### config.mk
export PLATFORM = sky130hd
export DESIGN_NAME = bound_tracker
export DESIGN_NICKNAME = d
export VERILOG_FILES = /design/src/rtl/bound_tracker.sv
export SDC_FILE = /design/constraint.sdc
export NUM_CORES = 1
export LEC_CHECK = 0
export BUFFER_PORTS_ARGS = -buffer_cell sky130_fd_sc_hd__clkbuf_2
export CELL_PAD_IN_SITES_DETAIL_PLACEMENT = 1
export CELL_PAD_IN_SITES_GLOBAL_PLACEMENT = 2
export CORE_MARGIN = 2
export CORE_UTILIZATION = 40
export CTS_BUF_LIST = sky130_fd_sc_hd__clkbuf_16
export CTS_CLUSTER_SIZE = 25
export DETAILED_ROUTE_END_ITERATION = 10
export PLACE_DENSITY = 0.85
export SYNTH_ARGS = -nofsm -noshare
export SYNTH_HDL_FRONTEND = slang
export SYNTH_SLANG_ARGS = --single-unit
### constraint.sdc
create_clock -name clk -period 9.35 [get_ports clk]
set_input_delay 1.4025 -clock clk [delete_from_list [all_inputs] [get_ports clk]]
set_output_delay 1.4025 -clock clk [all_outputs]
set_load 0.1 [all_outputs]
### src/rtl/bound_tracker.sv
// -----------------------------------------------------------------------------
// bound_tracker
//
// Per-frame horizontal bound extractor for a flagged pixel stream. Target
// pixels are flagged upstream. Each row is passed through a run-length noise
// filter: a pixel is only accepted once it completes a run of RUN_MIN
// consecutive hits. The leftmost and rightmost accepted columns are tracked
// across the whole frame. After the frame's eop beat the tracker publishes the
// bounds with a one-cycle bounds_eop strobe.
//
// Handshake: a beat is transferred on every rising clk edge where
// pixel_valid=1. sop, eop and pixel_hit are don't-care while pixel_valid=0.
// There is no backpressure. Outputs are level signals that hold until the next
// publish. bounds_eop marks the single cycle in which they have just changed.
//
// Ports:
//   clk          system clock
//   reset        asynchronous, active-high reset
//   pixel_valid  qualifies sop/eop/pixel_hit this cycle
//   sop          beat is pixel (0,0) of a new frame
//   eop          beat is last pixel of the frame
//   pixel_hit    pixel classified as target colour
//   left_bound   leftmost accepted column of last completed frame
//   right_bound  rightmost accepted column of last completed frame
//   bounds_eop   one-cycle strobe, bounds just updated (high while in PUBLISH)
//   found        last completed frame contained at least one accepted run
//   hit_pixels   accepted-run pixel count of last frame, saturating
// -----------------------------------------------------------------------------
module bound_tracker #(
   parameter int IMAGE_W = 640,
   parameter int IMAGE_H = 480,
   parameter int RUN_MIN = 4
) (
   input  logic        clk,
   input  logic        reset,
   input  logic        pixel_valid,
   input  logic        sop,
   input  logic        eop,
   input  logic        pixel_hit,
   output logic [10:0] left_bound,
   output logic [10:0] right_bound,
   output logic        bounds_eop,
   output logic        found,
   output logic [19:0] hit_pixels
);

   localparam logic [10:0] X_LAST     = 11'(IMAGE_W - 1);
   localparam logic [10:0] Y_LAST     = 11'(IMAGE_H - 1);
   localparam logic [3:0]  RUN_MIN_L  = 4'(RUN_MIN);
   localparam logic [3:0]  RUN_MIN_M1 = 4'(RUN_MIN - 1);
   localparam logic [10:0] RUN_OFFSET = 11'(RUN_MIN - 1);
   localparam logic [20:0] RUN_ADD    = 21'(RUN_MIN);
   localparam logic [19:0] HIT_MAX    = 20'hF_FFFF;

   typedef enum logic [1:0] {
      IDLE    = 2'd0,
      SCAN    = 2'd1,
      PUBLISH = 2'd2
   } state_t;

   state_t      state_q, state_d;

   // Position, run filter and frame accumulators.
   logic [10:0] x_q, y_q;
   logic [3:0]  run_q;
   logic        any_q;
   logic [10:0] min_left_q, max_right_q;
   logic [19:0] hits_q;

   // Combinational view of the current beat.
   logic        take, restart, publish_now;
   logic [10:0] beat_x, beat_y, x_d, y_d;
   logic [3:0]  run_base, run_inc, run_d;
   logic        accept, first;
   logic [10:0] cand_left;
   logic        any_b, any_d;
   logic [10:0] min_b, min_d, max_b, max_d;
   logic [19:0] hits_b, hits_d;
   logic [20:0] hits_sum;

   // Outside SCAN only a sop beat is consumed; everything else is dropped.
   always_comb begin
      take        = pixel_valid && ((state_q == SCAN) || sop);
      restart     = pixel_valid && sop;
      publish_now = take && eop;

      beat_x = restart ? 11'd0 : x_q;
      beat_y = restart ? 11'd0 : y_q;

      // Runs never span rows: column 0 always starts a fresh run.
      run_base = (beat_x == 11'd0) ? 4'd0 : run_q;
      run_inc  = (run_base == 4'hF) ? 4'hF : run_base + 4'd1;
      run_d    = pixel_hit ? run_inc : 4'd0;
      accept   = pixel_hit && (run_inc >= RUN_MIN_L);
      // The beat that brings the run to exactly RUN_MIN. Tested on the
      // pre-increment length so a run saturated at 15 never re-triggers.
      first    = pixel_hit && (run_base == RUN_MIN_M1);

      // Acceptance implies beat_x >= RUN_MIN-1, so this cannot underflow.
      cand_left = beat_x - RUN_OFFSET;

      // A sop beat discards whatever the previous (partial) frame collected.
      any_b  = restart ? 1'b0 : any_q;
      min_b  = restart ? 11'h7FF : min_left_q;
      max_b  = restart ? 11'd0 : max_right_q;
      hits_b = restart ? 20'd0 : hits_q;

      any_d = any_b | accept;

      min_d = min_b;
      if (first && (cand_left < min_b)) min_d = cand_left;

      max_d = max_b;
      if (accept && (beat_x > max_b)) max_d = beat_x;

      hits_sum = 21'd0;
      if (first)       hits_sum = {1'b0, hits_b} + RUN_ADD;
      else if (accept) hits_sum = {1'b0, hits_b} + 21'd1;
      if (!accept)               hits_d = hits_b;
      else if (hits_sum[20] || (hits_sum[19:0] == HIT_MAX)) hits_d = HIT_MAX;
      else                       hits_d = hits_sum[19:0];

      // Rows past the last one are folded onto the last row.
      if (beat_x == X_LAST) begin
         x_d = 11'd0;
         y_d = (beat_y == Y_LAST) ? beat_y : beat_y + 11'd1;
      end else begin
         x_d = beat_x + 11'd1;
         y_d = beat_y;
      end
   end

   always_comb begin
      state_d = state_q;
      case (state_q)
         IDLE:    if (take) state_d = eop ? PUBLISH : SCAN;
         SCAN:    if (publish_now) state_d = PUBLISH;
         // A sop in the publish cycle starts the next frame without a gap.
         PUBLISH: state_d = take ? (eop ? PUBLISH : SCAN) : IDLE;
         default: state_d = IDLE;
      endcase
   end

   always_ff @(posedge clk or posedge reset) begin
      if (reset) begin
         state_q     <= IDLE;
         x_q         <= 11'd0;
         y_q         <= 11'd0;
         run_q       <= 4'd0;
         any_q       <= 1'b0;
         min_left_q  <= 11'h7FF;
         max_right_q <= 11'd0;
         hits_q      <= 20'd0;
      end else begin
         state_q <= state_d;
         if (take) begin
            x_q         <= x_d;
            y_q         <= y_d;
            run_q       <= run_d;
            any_q       <= any_d;
            min_left_q  <= min_d;
            max_right_q <= max_d;
            hits_q      <= hits_d;
         end
      end
   end

   // Results are captured from the accumulator values that already include
   // the eop beat, so they are visible during the PUBLISH cycle.
   // Full-width bounds mean "no target" to the downstream calculator.
   always_ff @(posedge clk or posedge reset) begin
      if (reset) begin
         left_bound  <= 11'd0;
         right_bound <= X_LAST;
         found       <= 1'b0;
         hit_pixels  <= 20'd0;
      end else if (publish_now) begin
         if (any_d) begin
            left_bound  <= min_d;
            right_bound <= max_d;
            found       <= 1'b1;
            hit_pixels  <= hits_d;
         end else begin
            left_bound  <= 11'd0;
            right_bound <= X_LAST;
            found       <= 1'b0;
            hit_pixels  <= 20'd0;
         end
      end
   end

   assign bounds_eop = (state_q == PUBLISH);

endmodule

==> results.toml <==
[status]
status = "complete, no violations"

[placement]
place_hpwl_mm = 16.06
place.port_buffers = 49
pre_cts_ws_ps = 2572
gp_congestion = 0.9210
dp.cells = 1019

[clocking]
cts_setup_buffers = 0
clkTransAtPathRegs_ps = 70
cts_tree = "yes"
cts_root_buf = "clkbuf_16"
cts_made_buffers = 9
post_cts_resized = 0
cts_sinks = 103
cts_buffer_depth = 2
htreeDepth = 3
cts_hold_buf = 0
clk_latency_ps = 360

[floorplan]
initial_utilization = 0.4067
die_h_um = 133.4
boundaryPins = 50
coreArea_um2 = 16470
die_w_um = 133.4
dieArea_um2 = 17790
rows = 47

[final_layout]
drive_above_1_share = 0.1387
diodes = 0
synthToLayoutAreaGrowth_pct = 10.15
final_cells = 1035
nNetsFinal = 842

[synthesis]
syn_area_um2 = 6696
synth-edff-count = 0
yosysMostFrequentCell = "nand2_1"
syn_avg_cell_area_um2 = 8.392
synth_top_flop_cell = "dfrtp_1"
ys_seq_area_frac = 0.3885
syn_nets = 830
synth_commonest_cells = "nand2_1 (129), dfrtp_1 (84), o21ai_0 (67)"
synth_area_leaders = "dfrtp_1 (31%), dfstp_2 (7.5%), nand2_1 (7.2%)"
netlist-cell-type-count = 68
synth_top_cell_by_area = "dfrtp_1"
synth_top_area_share = 0.3139
ys_async_sr_fraction = 1.000
yosysWarningCount = 0
yosys_register_bits = 103
syn_inst = 798

[power_and_ir_drop]
powerDensity_nw_per_um2 = 183.6
p_leak_nw = 3.103
peakVddDrop_v = 0.00007745
power_mw = 1.354

[routing]
dr.pass1.iters = 5
wl_mm = 22.35
drc = 0
viasPerCell = 6.104
vias = 6318
avgRoutedWirePerCell_um = 21.60
ant_nets = 0
drt_iter0_drc = 330

[timing]
finalHoldViolCount = 0
fin_worst_skew_ps = 10.33
hold_ws_ps = 483.3
timing.final.ws_setup_ps = 2832
rsz0062_at_grt = "no"
worst_pin_slew_ps = 1099
slew_violations = 0
fin_crit_sh = 0.6971
fmax_mhz = 153.4
final.setup.tns_ps = 0
slew_headroom = 0.2637
fin_crit_ps = 6518
setup_viol = 0

[critical_path]
setup.worst_path.class = "input port to flip-flop"
setup.worst_path.end_class = "flip-flop"
arrival_ps = 6760
worst_ep_required_time_ps = 9590
startpoint_type = "input port"
cp_max_fo = 22

[grt]
grt_pass1_vias = 6751
grt_pass1_wl_mm = 36.74
grt-ovfl-total = 0
grt_max_degree = 58
groute.usage.overall = 0.2616
antenna_found_initial = 0

[flow_run]
max-cap-violations = 0

[worst_hold_path]
hold_class = "flip-flop to flip-flop"
## worst paths after layout
kind	startpoint	end	slack, ps	cells after the start
min in group asynchronous	reset	left_bound[9]$_DFFE_PP0P_	1130	2
hold / removal	hit_pixels[1]$_DFFE_PP0P_	hit_pixels[1]$_DFFE_PP0P_	480	2
hold reg to reg	hit_pixels[1]$_DFFE_PP0P_	hit_pixels[1]$_DFFE_PP0P_	480	2
setup reg to reg	x_q[0]$_DFFE_PP0P_	hit_pixels[6]$_DFFE_PP0P_	3830	15
setup / recovery	pixel_valid	hit_pixels[6]$_DFFE_PP0P_	2830	17
max in group asynchronous	reset	hit_pixels[3]$_DFFE_PP0P_	7040	3
## report_power, final
part	leakage [nW]	internal [mW]	switching [mW]	total, mW
combinational	1.60	0.129	0.303	0.432
clock	0.144	0.206	0.178	0.384
sequential	1.36	0.483	0.0548	0.538
## registers in the layout, summed over array words and instances (netlist names)
name,cells
max_right_q,11
state_q,2
x_q,11
min_left_q,11
any_q,1
hit_pixels,20
hits_q,20
left_bound,11
run_q,4
found,1
right_bound,11
## routing by layer
metal | GRT usage | share of wire | up-vias
li1 | - | - | 2926
met1 | 0.3252 | 0.43 | 3209
met2 | 0.4645 | 0.51 | 143
met3 | 0.03691 | 0.035 | 40
met4 | 0.09161 | 0.023 | 0
met5 | 0 | 0 | -
## metrics by stage
step | area, µm² | util
global placement | 7087 | 0.4304
global route | 7376 | 0.4479
finish | 7376 | 0.4479
CTS | 7376 | 0.4479
detailed placement | 7087 | 0.4304
floorplan | 6696 | -
## kinds of logic after synthesis
family | after synthesis | share of synthesized area
multiplexers | 16 | 0.02448
buffers and inverters | 85 | 0.04877
AO/OA/AOI/OAI | 232 | 0.2306
AND/OR/NAND/NOR | 315 | 0.2317
adder cells (fa/ha/maj) | 26 | 0.04858
XOR/XNOR | 21 | 0.02747
flip-flops | 103 | 0.3885
## cells in the final DEF, fill, tap and decap left out, drive strengths merged, types with 3 or more instances in the layout
cell     netlist  layout
a2111oi        4       4
o22a          15      15
nor4b          3       3
o22ai         18      18
mux2i         13      13
o41ai          5       5
clkbuf        51      58
xnor2         20      20
a211oi         5       5
buf            9      12
nor4          15      15
ha            26      26
a22o          13      13
nor2b          6       6
nand3         27      27
or3           10      10
mux2           3       3
o31ai          5       5
and4           3       3
inv           25      27
o32ai          3       3
o21ai         73      73
dfrtp         84      84
nand2        129     129
nor3b          4       4
nor3          23      23
o21a           9       9
nand4b         4       4
a21oi         46      46
and2          14      14
nand4         13      13
nor2          47      47
a41oi          5       5
a21o           3       3
and3           7       7
a21boi         6       6
o211ai         3       3
dfstp         19      19
clkinv         0       3
a31oi          8       8
## cell type report
type	instances	area, µm²
Inverter	25	96.34
Clock inverter	7	63.81
Multi-Input combinational cell	610	3779
Tap cell	220	275.3
Fill cell	2006	9090
Clock buffer	9	225.2
Sequential cell	103	2601
Timing Repair Buffer	61	335.3
## worst max-delay path, stage by stage
cell and delay, ps:
clkbuf_2 190, nand2_2 210, nand2_1 230, ha_1 270, nor2b_1 280, a41oi_2 310, and2_1 280, ha_1 310
nand2_1 170, o22ai_1 120, nor2_2 800, a41oi_1 270, xnor2_1 210, or3_1 370, nor4_4 840, nor3_1 150
o41ai_1 340
Power figures use the tool's default switching activity.
